### config.mk
export PLATFORM = sky130hd
export DESIGN_NAME = ctrl_sequencer
export DESIGN_NICKNAME = d
export VERILOG_FILES = /design/src/rtl/ctrl_sequencer.sv
export SDC_FILE = /design/constraint.sdc
export NUM_CORES = 1
export LEC_CHECK = 0
export ABC_AREA = 1
export BUFFER_PORTS_ARGS = -buffer_cell sky130_fd_sc_hd__clkbuf_2
export CORE_UTILIZATION = 49
export CTS_CLUSTER_SIZE = 28
export DETAILED_ROUTE_END_ITERATION = 12
export PLACE_DENSITY = 0.86
export SLEW_MARGIN = 5
export SYNTH_ARGS = -nofsm -noshare
export SYNTH_HDL_FRONTEND = slang
export SYNTH_SLANG_ARGS = --single-unit
### constraint.sdc
create_clock -name i_clk -period 2 [get_ports i_clk]
set_input_delay 0.1 -clock i_clk [delete_from_list [all_inputs] [get_ports i_clk]]
set_output_delay 0.1 -clock i_clk [all_outputs]
set_load 0.05 [all_outputs]
### src/rtl/ctrl_sequencer.sv
// Microcoded control sequencer: T-state counter, opcode/flag decode and run/halt state.
// Optional single-step front end enabled by defining CTRL_SEQUENCER_SINGLE_STEP_EN.
module ctrl_sequencer #(
    parameter int MAX_STEPS    = 5,
    parameter bit RESET_HALTED = 1'b0
) (
    input  logic        i_clk,
    input  logic        i_rst,
    input  logic [3:0]  i_opcode,
    input  logic        i_flag_c,
    input  logic        i_flag_z,
    input  logic        i_run,
`ifdef CTRL_SEQUENCER_SINGLE_STEP_EN
    input  logic        i_step_mode,
    input  logic        i_step_btn,
    output logic        o_step_tick,
`endif
    output logic [15:0] o_ctrl,
    output logic [2:0]  o_step,
    output logic        o_halted
);

    localparam logic [15:0] C_HLT = 16'h8000;
    localparam logic [15:0] C_MI  = 16'h4000;
    localparam logic [15:0] C_RI  = 16'h2000;
    localparam logic [15:0] C_RO  = 16'h1000;
    localparam logic [15:0] C_IO  = 16'h0800;
    localparam logic [15:0] C_II  = 16'h0400;
    localparam logic [15:0] C_AI  = 16'h0200;
    localparam logic [15:0] C_AO  = 16'h0100;
    localparam logic [15:0] C_EO  = 16'h0080;
    localparam logic [15:0] C_SU  = 16'h0040;
    localparam logic [15:0] C_BI  = 16'h0020;
    localparam logic [15:0] C_OI  = 16'h0010;
    localparam logic [15:0] C_CE  = 16'h0008;
    localparam logic [15:0] C_CO  = 16'h0004;
    localparam logic [15:0] C_J   = 16'h0002;
    localparam logic [15:0] C_FI  = 16'h0001;

    localparam logic [3:0] OP_NOP = 4'b0000;
    localparam logic [3:0] OP_LDA = 4'b0001;
    localparam logic [3:0] OP_ADD = 4'b0010;
    localparam logic [3:0] OP_SUB = 4'b0011;
    localparam logic [3:0] OP_STA = 4'b0100;
    localparam logic [3:0] OP_LDI = 4'b0101;
    localparam logic [3:0] OP_JMP = 4'b0110;
    localparam logic [3:0] OP_JC  = 4'b0111;
    localparam logic [3:0] OP_JZ  = 4'b1000;
    localparam logic [3:0] OP_OUT = 4'b1110;
    localparam logic [3:0] OP_HLT = 4'b1111;

    localparam logic [2:0] STEP_CEIL = 3'(MAX_STEPS - 1);

    typedef enum logic {
        ST_RUN  = 1'b0,
        ST_HALT = 1'b1
    } state_t;

    state_t      r_state;
    logic [2:0]  r_step;
    logic        r_halted;
    logic [2:0]  w_last_step;
    logic        w_adv;
    logic        w_wrap;
    logic [15:0] w_ctrl;

`ifdef CTRL_SEQUENCER_SINGLE_STEP_EN
    logic r_btn_meta;
    logic r_btn_sync;
    logic r_btn_prev;
    logic w_btn_edge;

    always_ff @(posedge i_clk or negedge i_rst) begin
        if (!i_rst) begin
            r_btn_meta <= 1'b0;
            r_btn_sync <= 1'b0;
            r_btn_prev <= 1'b0;
        end else begin
            r_btn_meta <= i_step_btn;
            r_btn_sync <= r_btn_meta;
            r_btn_prev <= r_btn_sync;
        end
    end

    assign w_btn_edge  = r_btn_sync & ~r_btn_prev;
    assign w_adv       = ~i_step_mode | w_btn_edge;
    assign o_step_tick = w_btn_edge;
`else
    assign w_adv = 1'b1;
`endif

    // Index of the instruction's final step; only meaningful once the opcode is valid (T2+).
    always_comb begin
        w_last_step = 3'd2;
        case (i_opcode)
            OP_LDA, OP_STA: w_last_step = 3'd3;
            OP_ADD, OP_SUB: w_last_step = 3'd4;
            default:        w_last_step = 3'd2;
        endcase
        if (w_last_step > STEP_CEIL) begin
            w_last_step = STEP_CEIL;
        end
    end

    // Every instruction is at least three steps long, so T0/T1 never wrap.
    assign w_wrap = (r_step >= STEP_CEIL) ||
                    ((r_step >= 3'd2) && (r_step >= w_last_step));

    always_ff @(posedge i_clk or negedge i_rst) begin
        if (!i_rst) begin
            r_state  <= RESET_HALTED ? ST_HALT : ST_RUN;
            r_step   <= 3'd0;
            r_halted <= RESET_HALTED;
        end else if (w_adv) begin
            case (r_state)
                ST_RUN: begin
                    if ((r_step == 3'd2) && (i_opcode == OP_HLT)) begin
                        r_state  <= ST_HALT;
                        r_step   <= 3'd0;
                        r_halted <= 1'b1;
                    end else if (w_wrap) begin
                        r_step <= 3'd0;
                    end else begin
                        r_step <= r_step + 3'd1;
                    end
                end
                ST_HALT: begin
                    r_step <= 3'd0;
                    if (i_run) begin
                        r_state  <= ST_RUN;
                        r_halted <= 1'b0;
                    end
                end
                default: begin
                    r_state  <= ST_HALT;
                    r_step   <= 3'd0;
                    r_halted <= 1'b1;
                end
            endcase
        end
    end

    // Microcode ROM; at most one of RO/IO/AO/EO/CO appears in any word.
    always_comb begin
        w_ctrl = 16'h0000;
        if (r_state == ST_RUN) begin
            case (r_step)
                3'd0: w_ctrl = C_CO | C_MI;
                3'd1: w_ctrl = C_RO | C_II | C_CE;
                3'd2: begin
                    case (i_opcode)
                        OP_LDA, OP_ADD, OP_SUB, OP_STA: w_ctrl = C_IO | C_MI;
                        OP_LDI: w_ctrl = C_IO | C_AI;
                        OP_JMP: w_ctrl = C_IO | C_J;
                        OP_JC:  w_ctrl = i_flag_c ? (C_IO | C_J) : 16'h0000;
                        OP_JZ:  w_ctrl = i_flag_z ? (C_IO | C_J) : 16'h0000;
                        OP_OUT: w_ctrl = C_AO | C_OI;
                        OP_HLT: w_ctrl = C_HLT;
                        OP_NOP: w_ctrl = 16'h0000;
                        default: w_ctrl = 16'h0000;
                    endcase
                end
                3'd3: begin
                    case (i_opcode)
                        OP_LDA:         w_ctrl = C_RO | C_AI;
                        OP_ADD, OP_SUB: w_ctrl = C_RO | C_BI;
                        OP_STA:         w_ctrl = C_AO | C_RI;
                        default:        w_ctrl = 16'h0000;
                    endcase
                end
                3'd4: begin
                    case (i_opcode)
                        OP_ADD:  w_ctrl = C_EO | C_AI | C_FI;
                        OP_SUB:  w_ctrl = C_EO | C_SU | C_AI | C_FI;
                        default: w_ctrl = 16'h0000;
                    endcase
                end
                default: w_ctrl = 16'h0000;
            endcase
        end
    end

    // Reset forces the control word quiet immediately, even though RUN/T0 is the reset state.
    assign o_ctrl   = i_rst ? w_ctrl : 16'h0000;
    assign o_step   = r_step;
    assign o_halted = r_halted;

endmodule

==> impl_results.md <==
- DRT Pass-1 Iters: 4
- Final period utilization: 95.0%
- Met2 usage: approximately 40%
- Busiest grt layer: met2
- Worst Path Required: 1900 ps
- Initial core utilization: 52.2%
- Clk sinks: 5
- Iteration-0 DRC Markers: 23
- Crit Path Max Fanout: 6
- Setup TNS: 0 ps
- DPL Wire Length: 1.40 mm
- Pins Over Slew Limit: 0
- Vias post-DR: about 800
- Initial antenna violation count: 0
- Clock root cell: clkbuf_4
- Unrepaired setup endpoints after global routing: false
- CP endpoint kind: output pin
- Seq/Total Area, Yosys: 18.4%
- Max IR drop VDD: around 0.94 mV
- CP Capture Point: o_ctrl[9]
- Status: complete, no violations
- IO Pins: 29
- First-pass GRT wire length: between 2 and 3 mm
- Routing usage on met3: approximately 3.5%
- # DRC: 0
- Max Clk Rate: approximately 0.53 GHz
- Max_cap viols: 0
- Synth Register Bits: 5
- Mapped Cells: 111
- Total die area: 1540 um^2
- Worst Setup Path Type: reg -> out
- H-tree levels: 1
- Tmin final: 1900 ps
- Core Util, Final: 70.1%
- Number of diodes: 0
- Fin nets: 159
- Port Buffer Count: 28
- Fill cell count: about 110
- Slew HR: 81.2%
- FF-to-FF Start: o_step[2]$_DFF_PN0_
- WP data arrival: 1800 ps
- CTS tree: done
- Path depth of the worst reg2reg path: 6
- Count of cell types in the netlist: 20
- Die H: 39.2 um
- Reg clk slew, reported paths: 40 ps
- Post-Route Skew: 0.288 ps
- Total routed wirelength: 1.66 mm
- Met1 usage: 32.4%
- Pwr/cell area: 1200 nW/um^2
- Die Width: 39.2 um
- Vias in the first global route: 657
- RD Place Congestion: 0.857
- Final Hold Fails: 0
- R2R setup slack: 610 ps
- HP Class: in -> reg
- Share of cells above drive strength 1: 36.6%
- Clk Latency, worst-skew pair: about 230 ps
- Most frequent cells in the layout: clkbuf_2 (21), inv_1 (19), nor2_1 (19)
- Pin count of the biggest net entering global routing: 9
- CP startpoint: o_step[1]$_DFF_PN0_
- Tot Pwr: 1.09 mW
- Hold_ws: 56.3 ps
- Commonest non-fill, non-tap cell in the layout: clkbuf_2
- Vias per inst: 5.06
- Clock buffer depth: 2
- Num CTS Buffers: 3
- Routed Antenna Nets: 0
- Core Area: around 1300 um^2
- Cell Area, Synth: 679 um^2
- Final setup violating endpoints: 0
- R2R Path End: o_step[1]$_DFF_PN0_
- Grt ovf: 0
- Cell row count: 13
- Area growth from synthesis to layout: 34.3%
- Leakage: about 0.52 nW
- Startpoint Class: register
- Syn avg cell area: 6.12 um^2
- Worst-margin pin slew: 282 ps
- YS warnings: 0
- GRT Overall Usage: 25.0%
- Routed wire per std cell: 10.5 um
- Syn nets: about 130
-- metrics by stage --
stage               area (um^2)  setup slack, ps  cells
floorplan                   716            -15.4    111
global placement            848              318    151
detailed placement          848              267    151
CTS                         885             5.37    156
global route                912            0.646    157
finish                      912             99.8    157
-- per-layer routing --
metal	share of wire [%]	up-vias
met2	50	23
met1	46	354
met5	0	-
met3	3.9	0
met4	0	0
li1	-	418
-- layout make-up --
class	instances	area, um^2	share of cell area [%]
multi-input combinational	80	487	53.4
timing repair buffer	30	168	18.4
sequential	5	126	13.9
inverter	23	86.3	9.47
clock buffer	4	26.3	2.88
tap	15	18.8	2.06
-- critical path, cell delays in order (launching register included) --
cell	delay (ps)
dfrtp_2	440
ha_1	200
ha_1	200
inv_2	90
nand3_1	120
o21ai_4	260
nor2_2	60
buf_4	190
-- flip-flops by register name, summed over array words and instances, names as in the netlist --
name      count
o_halted      1
r_state       1
o_step        3
-- synth_stat cells (all sizes together) --
| master | n | share of area (%) |
|---|---|---|
| nor3 | 5 | 4.4 |
| nand3b | 2 | 2.2 |
| dfrtp | 5 | 18 |
| a21oi | 2 | 1.5 |
| ha | 7 | 13 |
| nand2 | 14 | 7.7 |
| inv | 23 | 13 |
| nand4 | 1 | 0.92 |
| nor2 | 26 | 15 |
| o21ai | 7 | 6.3 |
| nand3 | 15 | 13 |
| buf | 3 | 3.9 |
| a22oi | 1 | 1.1 |
-- how the worst min path moves through the flow --
stage	slack, ps	start	end	depth (start not counted)
floorplan	-200	i_rst	o_halted$_DFFE_PN0P_	0
global placement	-60	i_rst	o_halted$_DFFE_PN0P_	1
detailed placement	-60	i_rst	r_state$_DFF_PN0_	1
CTS	60	i_run	r_state$_DFF_PN0_	2
global route	60	i_run	r_state$_DFF_PN0_	2
finish	60	i_run	r_state$_DFF_PN0_	2
-- kinds of logic (layout without fill, tap and decap cells) --
logic type	Yosys count	after routing	share of synthesized area [%]
buffers and inverters	26	57	16.6
adder cells (fa/ha/maj)	7	7	12.9
flip-flops	5	5	18.4
AO/OA/AOI/OAI	10	10	8.84
AND/OR/NAND/NOR	63	63	43.3
-- power by group --
part	switching [mW]	internal, mW
combinational	0.563	0.225
clock	0.0368	0.0751
sequential	0.0508	0.142
-- timing repair --
item                                    4_1_cts  5_1_grt
endpoints found under the hold margin         5        0
buffers inserted                              0        1
gates resized for setup                       0       18
endpoints found under the setup margin        0        7
hold buffers                                  1        0
(Power assumes the default switching activity.)
